`src/rtl/fetch_seq.sv`:
```
// fetch_seq: single-outstanding instruction fetch sequencer.
// Issues one imem request at a time, holds the returned instruction for
// decode and follows branch/jump redirects, dropping any in-flight response
// that a redirect has made stale.
module fetch_seq #(
  parameter int unsigned      WIDTH      = 32,
  parameter logic [WIDTH-1:0] RESET_ADDR = 32'h0000_0000
) (
  input  logic             clk,
  input  logic             rstn_i,
  input  logic             redirect_i,
  input  logic [WIDTH-1:0] redirect_addr_i,
  output logic             imem_req_o,
  output logic [WIDTH-1:0] imem_addr_o,
  input  logic             imem_gnt_i,
  input  logic             imem_rvalid_i,
  input  logic [31:0]      imem_rdata_i,
  output logic             instr_valid_o,
  output logic [31:0]      instr_o,
  output logic [WIDTH-1:0] instr_pc_o,
  input  logic             instr_ready_i
);

  localparam logic [1:0] S_BOOT  = 2'd0;
  localparam logic [1:0] S_FETCH = 2'd1;
  localparam logic [1:0] S_WAIT  = 2'd2;
  localparam logic [1:0] S_HOLD  = 2'd3;

  // Instruction addresses are word aligned; the low two bits are always zero.
  localparam logic [WIDTH-1:0] ALIGN_MASK = ~(WIDTH'(3));
  localparam logic [WIDTH-1:0] RESET_PC   = RESET_ADDR & ALIGN_MASK;

  logic [1:0]       r_state;
  logic [WIDTH-1:0] r_pc;
  logic [WIDTH-1:0] r_fetch_pc;
  logic             r_discard;
  logic [31:0]      r_instr;
  logic [WIDTH-1:0] r_instr_pc;
  logic [WIDTH-1:0] w_redir_pc;

  assign w_redir_pc = redirect_addr_i & ALIGN_MASK;

  // All outputs come straight from registered state; no imem input reaches them.
  always_comb begin
    imem_req_o    = (r_state == S_FETCH);
    imem_addr_o   = r_pc;
    instr_valid_o = (r_state == S_HOLD);
    instr_o       = r_instr;
    instr_pc_o    = r_instr_pc;
  end

  // Fetch FSM with PC, in-flight address, discard flag and held instruction.
  always_ff @(posedge clk or negedge rstn_i) begin
    if (!rstn_i) begin
      r_state    <= S_BOOT;
      r_pc       <= RESET_PC;
      r_fetch_pc <= '0;
      r_discard  <= 1'b0;
      r_instr    <= '0;
      r_instr_pc <= '0;
    end else begin
      case (r_state)
        S_BOOT: begin
          r_state <= S_FETCH;
        end
        S_FETCH: begin
          if (imem_gnt_i) begin
            r_state    <= S_WAIT;
            r_fetch_pc <= r_pc;
            // Redirect in the grant cycle: the granted fetch is already stale.
            if (redirect_i) begin
              r_discard <= 1'b1;
              r_pc      <= w_redir_pc;
            end
          end else if (redirect_i) begin
            r_pc <= w_redir_pc;
          end
        end
        S_WAIT: begin
          if (imem_rvalid_i) begin
            if (r_discard || redirect_i) begin
              r_state   <= S_FETCH;
              r_discard <= 1'b0;
              if (redirect_i) begin
                r_pc <= w_redir_pc;
              end
            end else begin
              r_state    <= S_HOLD;
              r_instr    <= imem_rdata_i;
              r_instr_pc <= r_fetch_pc;
              r_pc       <= r_fetch_pc + WIDTH'(4);
            end
          end else if (redirect_i) begin
            r_discard <= 1'b1;
            r_pc      <= w_redir_pc;
          end
        end
        S_HOLD: begin
          if (redirect_i) begin
            r_state <= S_FETCH;
            r_pc    <= w_redir_pc;
          end else if (instr_ready_i) begin
            r_state <= S_FETCH;
          end
        end
        default: begin
          r_state <= S_BOOT;
        end
      endcase
    end
  end

endmodule

```
`config.mk`:
```
export PLATFORM = sky130hd
export DESIGN_NAME = fetch_seq
export DESIGN_NICKNAME = d
export VERILOG_FILES = /design/src/rtl/fetch_seq.sv
export SDC_FILE = /design/constraint.sdc
export NUM_CORES = 1
export LEC_CHECK = 0
export CAP_MARGIN = 0
export CORE_ASPECT_RATIO = 1.5
export CORE_MARGIN = 10
export CORE_UTILIZATION = 43
export CTS_CLUSTER_SIZE = 30
export DETAILED_ROUTE_END_ITERATION = 8
export PLACE_DENSITY = 0.78
export SLEW_MARGIN = 20
export SYNTH_ARGS = -nofsm -noshare
export SYNTH_HDL_FRONTEND = slang
export SYNTH_SLANG_ARGS = --single-unit
```
`constraint.sdc`:
```
create_clock -name clk -period 2.1 [get_ports clk]
set_input_delay 0.42 -clock clk [delete_from_list [all_inputs] [get_ports clk]]
set_output_delay 0.42 -clock clk [all_outputs]
set_load 0.02 [all_outputs]
```
Yosys cells after proc, flatten, opt, wreduce, memory -nomap -nowiden
Cells that the tools add are included.

Logic and storage cells: 39. Output and inout port bits: 98. Bits of input ports: 70. Register bits: 131.

Reductions and logical operators: 9. Add/subtract/negate cells: 1. Muxes and demuxes: 15. Equal/unequal tests: 7. Bitwise operators: 1.

Operator list (count): two-way mux 32 bit (3); case mux 32 bit (2 select lines) (1); adder 32 x 3 -> 32 bit (second input constant) (1); two-way mux 2 bit (5); AND reduction 3 bit (3); case mux 2 bit (4 select lines) (1); equality test 2 bit (second input constant) (2); two-way mux 1 bit (4); nonzero test 2 bit (2); inequality test 3 x 2 -> 1 bit (second input constant) (1); inequality test 3 bit (second input constant) (1); equality test 2 x 1 -> 1 bit (second input constant) (1); zero test 2 bit (1); inequality test 2 x 1 -> 1 bit (second input constant) (1); inequality test 2 bit (second input constant) (1); case mux 1 bit (2 select lines) (1); AND reduction 2 bit (1); OR reduction 2 bit (1); logical OR 1 bit (1); NOT 1 bit (1).

Longest topological paths before layout
Word-level depth: 4. Gate-level depth with buffers: 9. Gate-level depth less buffers: 7.

Worst setup path after synthesis
Ideal clock, no wire load.

Kind: reg2reg. Start: register r_state[1]. End: register r_pc[11] (netlist: imem_addr_o[11]). Data arrival time: 2182 ps. Cell stages (with the launch flop): 9. Path slack: -208 ps. Data required time: 1974 ps. Library setup time: 126 ps. Path buffers: 2. Clock period less this slack: 2308 ps. Cell sequence: dfrtp_1 inv_1 ha_1 or3b_1 buf_2 or4_1 buf_2 and3_1 a221o_1.

Word-level cells in the longest chain between the ends: 3. Elaborated cells on any way between the ends: 6. Those cells by class: eq/ne (3); mux (1); reduce/logical (2).

Ends and longest elaborated chain: from (decl) (line 33) `logic [1:0] r_state;`; from (signal assigned) (line 55) `r_state <= S_BOOT;`; from (signal assigned) (line 64) `r_state <= S_FETCH;`; from (signal assigned) (line 68) `r_state <= S_WAIT;`; equality test 2 x 1 -> 1 bit (*); named net imem_req_o (line 13) `output logic imem_req_o,`; OR reduction 2 bit (no source line) (*); case mux 32 bit (2 select lines) or nonzero test 2 bit (tied branches); to (signal assigned) (line 73) `r_pc <= w_redir_pc;`; to (signal assigned) (line 76) `r_pc <= w_redir_pc;`; to (signal assigned) (line 85) `r_pc <= w_redir_pc;`; to (decl) (line 34) `logic [WIDTH-1:0] r_pc;`.

Mark *: on every way through the listed nets, which the timed path passes. The rest lies on a longest branch. A chain may end at the register's enable or synchronous reset.

Worst setup path after layout
Start: register r_state[1]. End: register r_pc[17] (netlist: imem_addr_o[17]).

Word-level cells in the longest chain between the ends: 3. Elaborated cells on any way between the ends: 6. Those cells by class: eq/ne (3); mux (1); reduce/logical (2).

Ends and longest elaborated chain: equality test 2 x 1 -> 1 bit or equality test 2 bit (tied branches) (line 62) `case (r_state)`; OR reduction 2 bit (no source line); case mux 32 bit (2 select lines) or nonzero test 2 bit (tied branches).

Parallel ways exist; a longest one is shown, timed or not.

==> metrics.yaml <==
outcome: "finished, violations left"
failed_checks: "negative setup slack"
grt_max_degree: 53
clk_latency_ns: 0.42
synth_xor_area_share_pct: 4.35
max_cap_violations: 0
area_growth_pct: 50.0
antenna_cells: 0
synth_cell_type_count: 41
fin_ws_ns: -0.0567
p_total_mw: 13.1
grt_use_total_pct: 17.9
synth_ff_type: "dfrtp_1"
synth-adder-area-share_pct: 1.33
initial_core_util_pct: 43.6
drtAntennaViolNets: 0
syn-instance-count: 433
crit_top_cell: "buf_6"
layoutNonFillerInstCount: 809
synth_top_family_by_area: "multiplexers"
hp-class: "reg2reg"
top_layer: "met4"
synth_mux_area_share_pct: 19.3
met2WireLength_mm: 8.72
cp_top_family: "simple AND/OR/NAND/NOR gates"
synth.avg_cell_area_sq_um: 13.0
power.density_mw_per_mm2: 1540
pwr-share-clk_pct: 20.1
via_count: 4419
tritoncts: "built"
synth_async_sr_flop_share_pct: 100
fin_skew_ns: 0.0127
fin_nets: 713
min_to: "instr_o[15]$_DFFE_PN0P_"
fp.dieW_microns: 114
p_int_mw: 8.27
clkTransAtPathRegs_ns: 0.06
cp_slowest_cell: "dfrtp_1"
startpoint: "r_state[1]$_DFFE_PN0P_"
hp-start: "instr_o[15]$_DFFE_PN0P_"
synth_edf_count: 0
tns_ns: -0.166
slowest_delay_ns: 0.43
grt_pass1_vias: 4846
setup_viol: 8
rrSetupSlack_ns: -0.06
yosysSeqAreaShare_pct: 58.1
worstPathArrival_ns: 2.45
synth_warnings: 0
top_level_ports: 168
dp_hpwl_mm: 11.9
synth_seq_cells: 131
worst_setup_path_end_kind: "flop"
p_sw_share_pct: 36.6
dpl_cell_area_sq_mm: 0.00775
num_rows: 51
routed_wl_mm: 16.5
io_buffers: 165
ir_drop_mv: 0.857
crit_required_ns: 2.39
synth_simple_gate_area_share_pct: 7.27
grt_pass1_wl_mm: 26.1
detail_route.wl_per_cell_microns: 20.4
power_frac_comb_pct: 44.3
period_needed_ns: 2.16
die_h_microns: 160
drt_iter0_drc: 224
drc: 0
r2r-end: "imem_addr_o[17]$_DFFE_PN0P_"
timing_hold_violations_final: 0
reg2reg_depth: 9
post-place-ws_ns: -0.320
htreeDepth: 4
synth_fp_nets: 509
r2r-start: "r_state[1]$_DFFE_PN0P_"
synth_compound_area_share_pct: 7.43
drt-met1-wl_mm: 6.46
whs_path_depth: 1
grt_overflow_total: 0
cts_sinks: 131
rsz0062_at_grt: "yes"
finalMaxSlewViolations: 0
wl_met3_mm: 1.02
seqPwrFrac_pct: 35.5
crit_buf_inv: 3
numCtsBuffers: 17
fmax_mhz: 464
yosysTopAreaCell: "dfrtp_1"
path_max_fanout: 7
final_layout_size_suffix_gt1_share_pct: 29.7
power.leakage_nw: 3.60
worst_slew_margin_rel_pct: 63.7
syn_area_sq_mm: 0.00564
first_pass_iters: 5
crit_type: "reg2reg"
path_cells: "inv_2 -> ha_4 -> or3b_4 -> buf_6 -> o21ba_4 -> or2_4 -> buf_6 -> a22oi_2 -> o21ai_1"
dieArea_sq_mm: 0.0182
switching_power_mw: 4.78
synth_area_leaders: "dfrtp_1 (58%), mux2_2 (19%), xor2_1 (3.3%)"
gp_congestion: 0.803
cts_buffer_depth: 2
viasPerCell: 5.46
startpoint_type: "flop"
dp.cells: 768
worst-slew-pin-transition_ns: 0.543
core_sq_mm: 0.0130
antenna_found_initial: 0
period_share_pct: 103
synth.top_cell.area_share_pct: 58.1
fin_area_sq_mm: 0.00846
root_buffer: "clkbuf_16"
## cells in the mapped netlist, types with 3 or more instances
cell type	n
o21ai_0	13
inv_1	7
and4_1	3
nand2_1	16
a21oi_1	16
nor2_1	9
ha_1	6
nor3_1	3
xnor2_1	7
a222oi_1	3
clkbuf_1	11
mux2_2	96
buf_1	3
nand4_1	9
o22ai_1	15
xor2_1	21
a22oi_1	10
nand3_1	18
and3_1	3
dfrtp_1	131
buf_2	9
## final cells by class
class | count | area (sq um)
multi-input cells | 273 | 2380
inverters | 7 | 26.3
clock inverters | 9 | 57.6
flip-flops and latches | 131 | 3280
clock buffers | 23 | 468
fillers | 985 | 4490
well taps | 159 | 199
repair buffers | 207 | 2060
## cells in the final DEF (no fill, tap or decap), types with 3 or more instances in the layout
master,instances
inv_1,6
nand4_1,9
buf_6,11
o22ai_1,14
a222oi_1,3
nand3_1,18
clkdlybuf4s50_1,162
clkbuf_16,17
a22oi_2,6
buf_12,4
ha_1,4
nor2_1,9
nand2_2,3
a21oi_1,15
xnor2_1,7
dfrtp_1,130
nor3_1,3
mux2_2,96
clkinv_2,5
and4_1,3
a22oi_1,4
nand2_1,13
buf_4,27
clkbuf_1,4
xor2_1,21
o21ai_1,12
## what timing repair did
item / in CTS / in global routing
buffers inserted: 0 / 6
hold buffers: 1 / 0
cloned: 1 / 1
hold endpoints to repair: 49 / 0
pin swaps: 1 / 5
endpoints found under the setup margin: 10 / 40
gates resized for setup: 6 / 38
## sequential cells by signal, summed over array words and instances (netlist names)
signal and count:
imem_addr_o 32, instr_o 32, instr_pc_o 32, r_fetch_pc 32, r_state 2, r_discard 1
## metrics by stage
step / hold slack (ns) / util, %
after global routing: 0.523 / 65.3
after global placement: 0.395 / 59.8
final: 0.501 / 65.3
after floorplan: 0.124 / -
after detailed placement: 0.399 / 59.8
after CTS: 0.506 / 64.1
## logic make-up after synthesis
kind of cell               Yosys count
and+or+nand+nor                     76
DFF                                131
muxes                               97
adders and majority gates            6
xor gates and xnor gates            28
AOI/OAI and AO/OA                   65
buffers and inverters               30
## routing by layer
| layer | vias to the layer above | track usage [%] |
|---|---|---|
| met5 | - | 0 |
| met4 | 0 | 6.77 |
| met3 | 29 | 5.07 |
| met2 | 168 | 31.0 |
| met1 | 2230 | 20.0 |
| li1 | 1992 | - |
## worst max path at each step
| stage | cells past startpoint | endpoint |
|---|---|---|
| after global placement | 6 | imem_addr_o[11]$_DFFE_PN0P_ |
| final | 9 | imem_addr_o[17]$_DFFE_PN0P_ |
| after floorplan | 8 | imem_addr_o[11]$_DFFE_PN0P_ |
| after global routing | 8 | imem_addr_o[4]$_DFFE_PN0P_ |
| after detailed placement | 6 | imem_addr_o[11]$_DFFE_PN0P_ |
| after CTS | 7 | imem_addr_o[11]$_DFFE_PN0P_ |
## power groups by stage
stage	sequential, mW	clock [mW]	combinational [mW]
floorplan	5.43	0	2.00
global placement	4.57	0	5.48
detailed placement	4.63	0	5.60
CTS	4.61	2.67	5.67
global route	4.80	2.78	6.18
finish	4.64	2.63	5.79
(Power assumes the default switching activity.)
